==> config.mk <==
export PLATFORM = sky130hd
export DESIGN_NAME = pc_src_ctrl
export DESIGN_NICKNAME = d
export VERILOG_FILES = /design/src/rtl/pc_src_ctrl.sv
export SDC_FILE = /design/constraint.sdc
export NUM_CORES = 1
export LEC_CHECK = 0
export ABC_AREA = 1
export CORE_MARGIN = 2
export CORE_UTILIZATION = 48
export DETAILED_ROUTE_END_ITERATION = 6
export PLACE_DENSITY = 0.79
export SYNTH_ARGS = -nofsm -noshare
export SYNTH_HDL_FRONTEND = slang
export SYNTH_SLANG_ARGS = --single-unit
==> constraint.sdc <==
create_clock -name clk -period 1.9 [get_ports clk]
set_input_delay 0.57 -clock clk [delete_from_list [all_inputs] [get_ports clk]]
set_output_delay 0.57 -clock clk [all_outputs]
set_load 0.01 [all_outputs]
==> src/rtl/pc_src_ctrl.sv <==
// Multi-cycle PC-source controller: IDLE -> FETCH (MEM_LAT cycles) -> DECODE -> EXEC.
// Drives the PC-source mux select and the PC/IR/link-register write enables.
module pc_src_ctrl #(
  parameter int unsigned MEM_LAT = 2
) (
  input  logic        clk,
  input  logic        reset,
  input  logic        start,
  input  logic        stop,
  input  logic [5:0]  opcode,
  input  logic        zero,
  output logic [2:0]  pc_src_sel,
  output logic        pc_write,
  output logic        ir_write,
  output logic        mem_read,
  output logic        ra_write,
  output logic        done,
  output logic        busy,
  output logic [15:0] instr_count
);

  typedef enum logic [1:0] {StIdle, StFetch, StDecode, StExec} state_e;

  localparam logic [2:0] LastCnt = 3'(MEM_LAT - 1);

  localparam logic [5:0] OpJ   = 6'h02;
  localparam logic [5:0] OpJal = 6'h03;
  localparam logic [5:0] OpBeq = 6'h04;
  localparam logic [5:0] OpBne = 6'h05;

  state_e      state_q, state_d;
  logic [2:0]  lat_q, lat_d;
  logic [5:0]  opcode_q;
  logic [15:0] count_q;
  logic        fetch_last;

  assign fetch_last  = (lat_q == LastCnt);
  assign instr_count = count_q;

  // Counter only advances inside FETCH, so it is already zero on every FETCH entry.
  assign lat_d = (state_q == StFetch && !fetch_last) ? lat_q + 3'd1 : 3'd0;

  always_comb begin
    state_d    = state_q;
    pc_src_sel = 3'b000;
    pc_write   = 1'b0;
    ir_write   = 1'b0;
    mem_read   = 1'b0;
    ra_write   = 1'b0;
    done       = 1'b0;
    busy       = (state_q != StIdle);
    unique case (state_q)
      StIdle: begin
        if (start) state_d = StFetch;
      end
      StFetch: begin
        mem_read = 1'b1;
        if (fetch_last) begin
          pc_write = 1'b1;
          ir_write = 1'b1;
          state_d  = StDecode;
        end
      end
      StDecode: begin
        state_d = StExec;
      end
      StExec: begin
        done = 1'b1;
        case (opcode_q)
          OpBeq: begin
            pc_src_sel = 3'b001;
            pc_write   = zero;
          end
          OpBne: begin
            pc_src_sel = 3'b001;
            pc_write   = ~zero;
          end
          OpJ: begin
            pc_src_sel = 3'b010;
            pc_write   = 1'b1;
          end
          OpJal: begin
            pc_src_sel = 3'b010;
            pc_write   = 1'b1;
            ra_write   = 1'b1;
          end
          default: ;
        endcase
        state_d = stop ? StIdle : StFetch;
      end
      default: state_d = StIdle;
    endcase
  end

  always_ff @(posedge clk) begin
    if (reset) begin
      state_q  <= StIdle;
      lat_q    <= 3'd0;
      opcode_q <= 6'd0;
      count_q  <= 16'd0;
    end else begin
      state_q <= state_d;
      lat_q   <= lat_d;
      if (state_q == StDecode) opcode_q <= opcode;
      if (state_q == StExec) count_q <= count_q + 16'd1;
    end
  end

endmodule

==> flow_metrics.py, run 1 <==
metrics = {
    "power": {
        "power_frac_clock_pct": 15.9,
        "combPwrFrac_pct": 38.1,
        "p_leak_nw": 0.8566,
        "swShare_pct": 35.48,
        "seq_power_share_pct": 46.0,
        "power.switching_uw": 556.3,
        "powerDensity_nw_per_um2": 823.4,
        "total_power_mw": 1.568,
        "p_int_mw": 1.012,
        "ir_drop_mv": 0.7612,
    },
    "place": {
        "io_buffers": 34,
        "place_congestion": 0.7884,
        "dpl.hpwl_um": 2310,
        "dp_cells": 254,
    },
    "setup_path": {
        "cp_cell_sequence": "buf_6 -> ha_4 -> inv_2 -> nor2_4 -> nor2_2 -> nand2_1 -> buf_2",
        "cp-end-kind": "output pin",
        "start_kind": "flip-flop",
        "crit_required_ns": 1.33,
        "crit_slowest_cell": "dfxtp_2",
        "worstRegToRegCells": 7,
        "cp_slowest_stage_delay_ns": 0.38,
        "crit_fanout": 3,
        "worstPathArrival_ns": 1.34,
        "worst-setup-path-type": "flip-flop to output pin",
    },
    "global_route": {
        "grt_pass1_wl_um": 5085,
        "first_global_vias": 1219,
        "grt_usage_pct": 19.30,
        "grt_overflow": 0,
        "grt_start_max_net_pins": 17,
        "grt_antenna_before_repair": 0,
    },
    "cts": {
        "clock-root-buffer": "clkbuf_4",
        "cts_tree": "built",
        "cts_buffer_depth": 2,
        "cts.clk_slew.worst_paths_ns": 0.15,
        "numCtsBuffers": 3,
        "htreeDepth": 1,
        "cts.sink_count": 27,
        "cts-hold-fix-buffers": 0,
        "clkLatencyLatePin_ns": 0.33,
    },
    "synthesis": {
        "synth.avg_cell_area_sq_um": 7.603,
        "synth.top_cells.by_area": "dfxtp_1, nor2_1, inv_1",
        "synth-main-ff-cell": "dfxtp_1",
        "synth_area_sq_um": 1384,
        "ys_types": 31,
        "yosysWarnings": 0,
        "synth_edf_count": 0,
        "synth_nets": 201,
        "yosys.area.top_type": "dfxtp_1",
        "syn_inst": 182,
        "yosysTopAreaCellShare_pct": 39.06,
        "async_flop_share_pct": 0,
        "ys_seq_elements": 27,
        "ys_seq_area_share_pct": 39.06,
    },
    "sta": {
        "clock.fmax_mhz": 523.4,
        "hold_slack_ns": 0.4855,
        "fin_crit_ns": 1.911,
        "hold_viol_final": 0,
        "setup_viol": 1,
        "slew_violations": 0,
        "fin_crit_sh_pct": 100.6,
        "layout_setup_ws_ns": -0.01068,
        "rsz0062_at_grt": "true",
        "fin_skew_ns": 0.01878,
    },
    "hold_path": {
        "min_path_cells": 2,
        "min_path_type": "flip-flop to flip-flop",
    },
    "final_layout": {
        "n_fill_cell": 206,
        "multiInputGateArea_sq_um": 767.0,
        "final_cells": 259,
        "most-common-layout-cells": "nor2_1, inv_1, clkdlybuf4s50_1",
        "n_antenna_cell": 0,
        "nets": 248,
        "area_growth_pct": 37.61,
        "final_common_cell": "nor2_1",
        "seq_area_sq_um": 566.8,
        "final_util_pct": 69.06,
        "layout-drive-gt1-share_pct": 26.75,
    },
    "floorplanning": {
        "die_area_sq_um": 3329,
        "ios": 36,
        "core_area_sq_um": 2758,
        "die_w_um": 57.70,
        "initial_core_util_pct": 50.18,
        "chipHeight_um": 57.70,
        "num_rows": 19,
    },
    "detailed_routing": {
        "first_pass_iters": 4,
        "final_antenna_net_count": 0,
        "vias": 1282,
        "viasPerCell": 4.950,
        "wl_per_cell_um": 11.64,
        "wirelength_um": 3016,
        "drt-initial-drc-count": 34,
        "drc": 0,
    },
    "outcome": {
        "violations": "negative setup slack",
        "outcome": "complete, but fails checks",
    },
    "run": {
        "drv_cap": 0,
    },
}
## layer usage
metal / vias to the layer above / part of all wire, % / global-route usage, %
met5: - / 0 / 0
met4: 0 / 1.1 / 8.638
met3: 4 / 2.9 / 2.902
met2: 21 / 52 / 34.42
met1: 594 / 44 / 22.77
li1: 663 / - / -
## registers in the layout, indices dropped and copies added (netlist names)
register     count
instr_count     16
opcode_q         6
lat_q            3
state_q          2
## per-stage QoR
stage	setup slack [ns]	setup TNS [ns]	area, sq um
6_report	-0.01068	-0.01068	1904
5_1_grt	-0.1196	-0.2276	1904
4_1_cts	-0.02208	-0.02252	1879
3_3_place_gp	-0.5317	-0.5471	1817
2_1_floorplan	0.1763	0	1384
3_5_place_dp	-0.5352	-0.5767	1817
## worst max-delay path: cells and delay by family (launching register included)
| family | cells | cell delay [ns] |
|---|---|---|
| DFF | 1 | 0.38 |
| and+or+nand+nor | 3 | 0.16 |
| adders and majority gates | 1 | 0.16 |
| buffers and inverters | 3 | 0.31 |
## power groups by stage
stage	combinational, mW	clock [mW]	sequential (mW)
after floorplan	0.281	0	0.702
after global placement	0.505	0	0.700
after detailed placement	0.535	0	0.706
after CTS	0.575	0.260	0.708
after global routing	0.660	0.275	0.732
final	0.597	0.249	0.722
## final timing paths
kind / endpoint / slack (ns) / startpoint
hold reg to reg: opcode_q[5] / 0.49 / opcode_q[5]
setup reg to reg: state_q[1] / 0.35 / state_q[1]
setup / recovery: pc_write / -0.01 / state_q[0]
hold / removal: opcode_q[5] / 0.49 / opcode_q[5]
## what timing repair did
| action | in CTS | in global routing |
|---|---|---|
| setup endpoints to repair | 14 | 12 |
| pin swaps | 9 | 3 |
| resized for setup | 50 | 14 |
| setup buffers | 1 | 0 |
## cell families after synthesis
logic type	count (synthesis)	synth area share, %
and+or+nand+nor	79	29.02
buffers and inverters	32	9.675
AOI/OAI and AO/OA	30	11.57
DFF	27	39.06
adders and majority gates	8	7.234
xor gates and xnor gates	5	3.164
other	1	0.2710
## layout make-up
cell class                 count  area share [%]
tap                           31           2.037
multi-input combinational    123           40.28
timing repair buffer          46           20.83
clock buffer                   3           1.183
inverter                      28           5.519
clock inverter                 1          0.3942
sequential                    27           29.76
## cell usage after synthesis (3+ instances only)
master   number
a21oi_1      12
ha_1          8
xor2_1        4
nor2_4        3
o21ai_0      12
nand4_1       4
inv_1        27
nor2_1       30
nand2_1      23
nand3_1       5
dfxtp_1      27
(Power assumes the default switching activity.)
==> run 2: changes to the inputs <==
--- a/config.mk
+++ b/config.mk
@@ -8,6 +8,7 @@
 export ABC_AREA = 1
 export CORE_MARGIN = 2
 export CORE_UTILIZATION = 48
+export CTS_CLUSTER_DIAMETER = 100
 export DETAILED_ROUTE_END_ITERATION = 6
 export PLACE_DENSITY = 0.79
 export SYNTH_ARGS = -nofsm -noshare
==> results of run 2 <==
The final DEF is identical to that of run 1; final timing and power are the same.
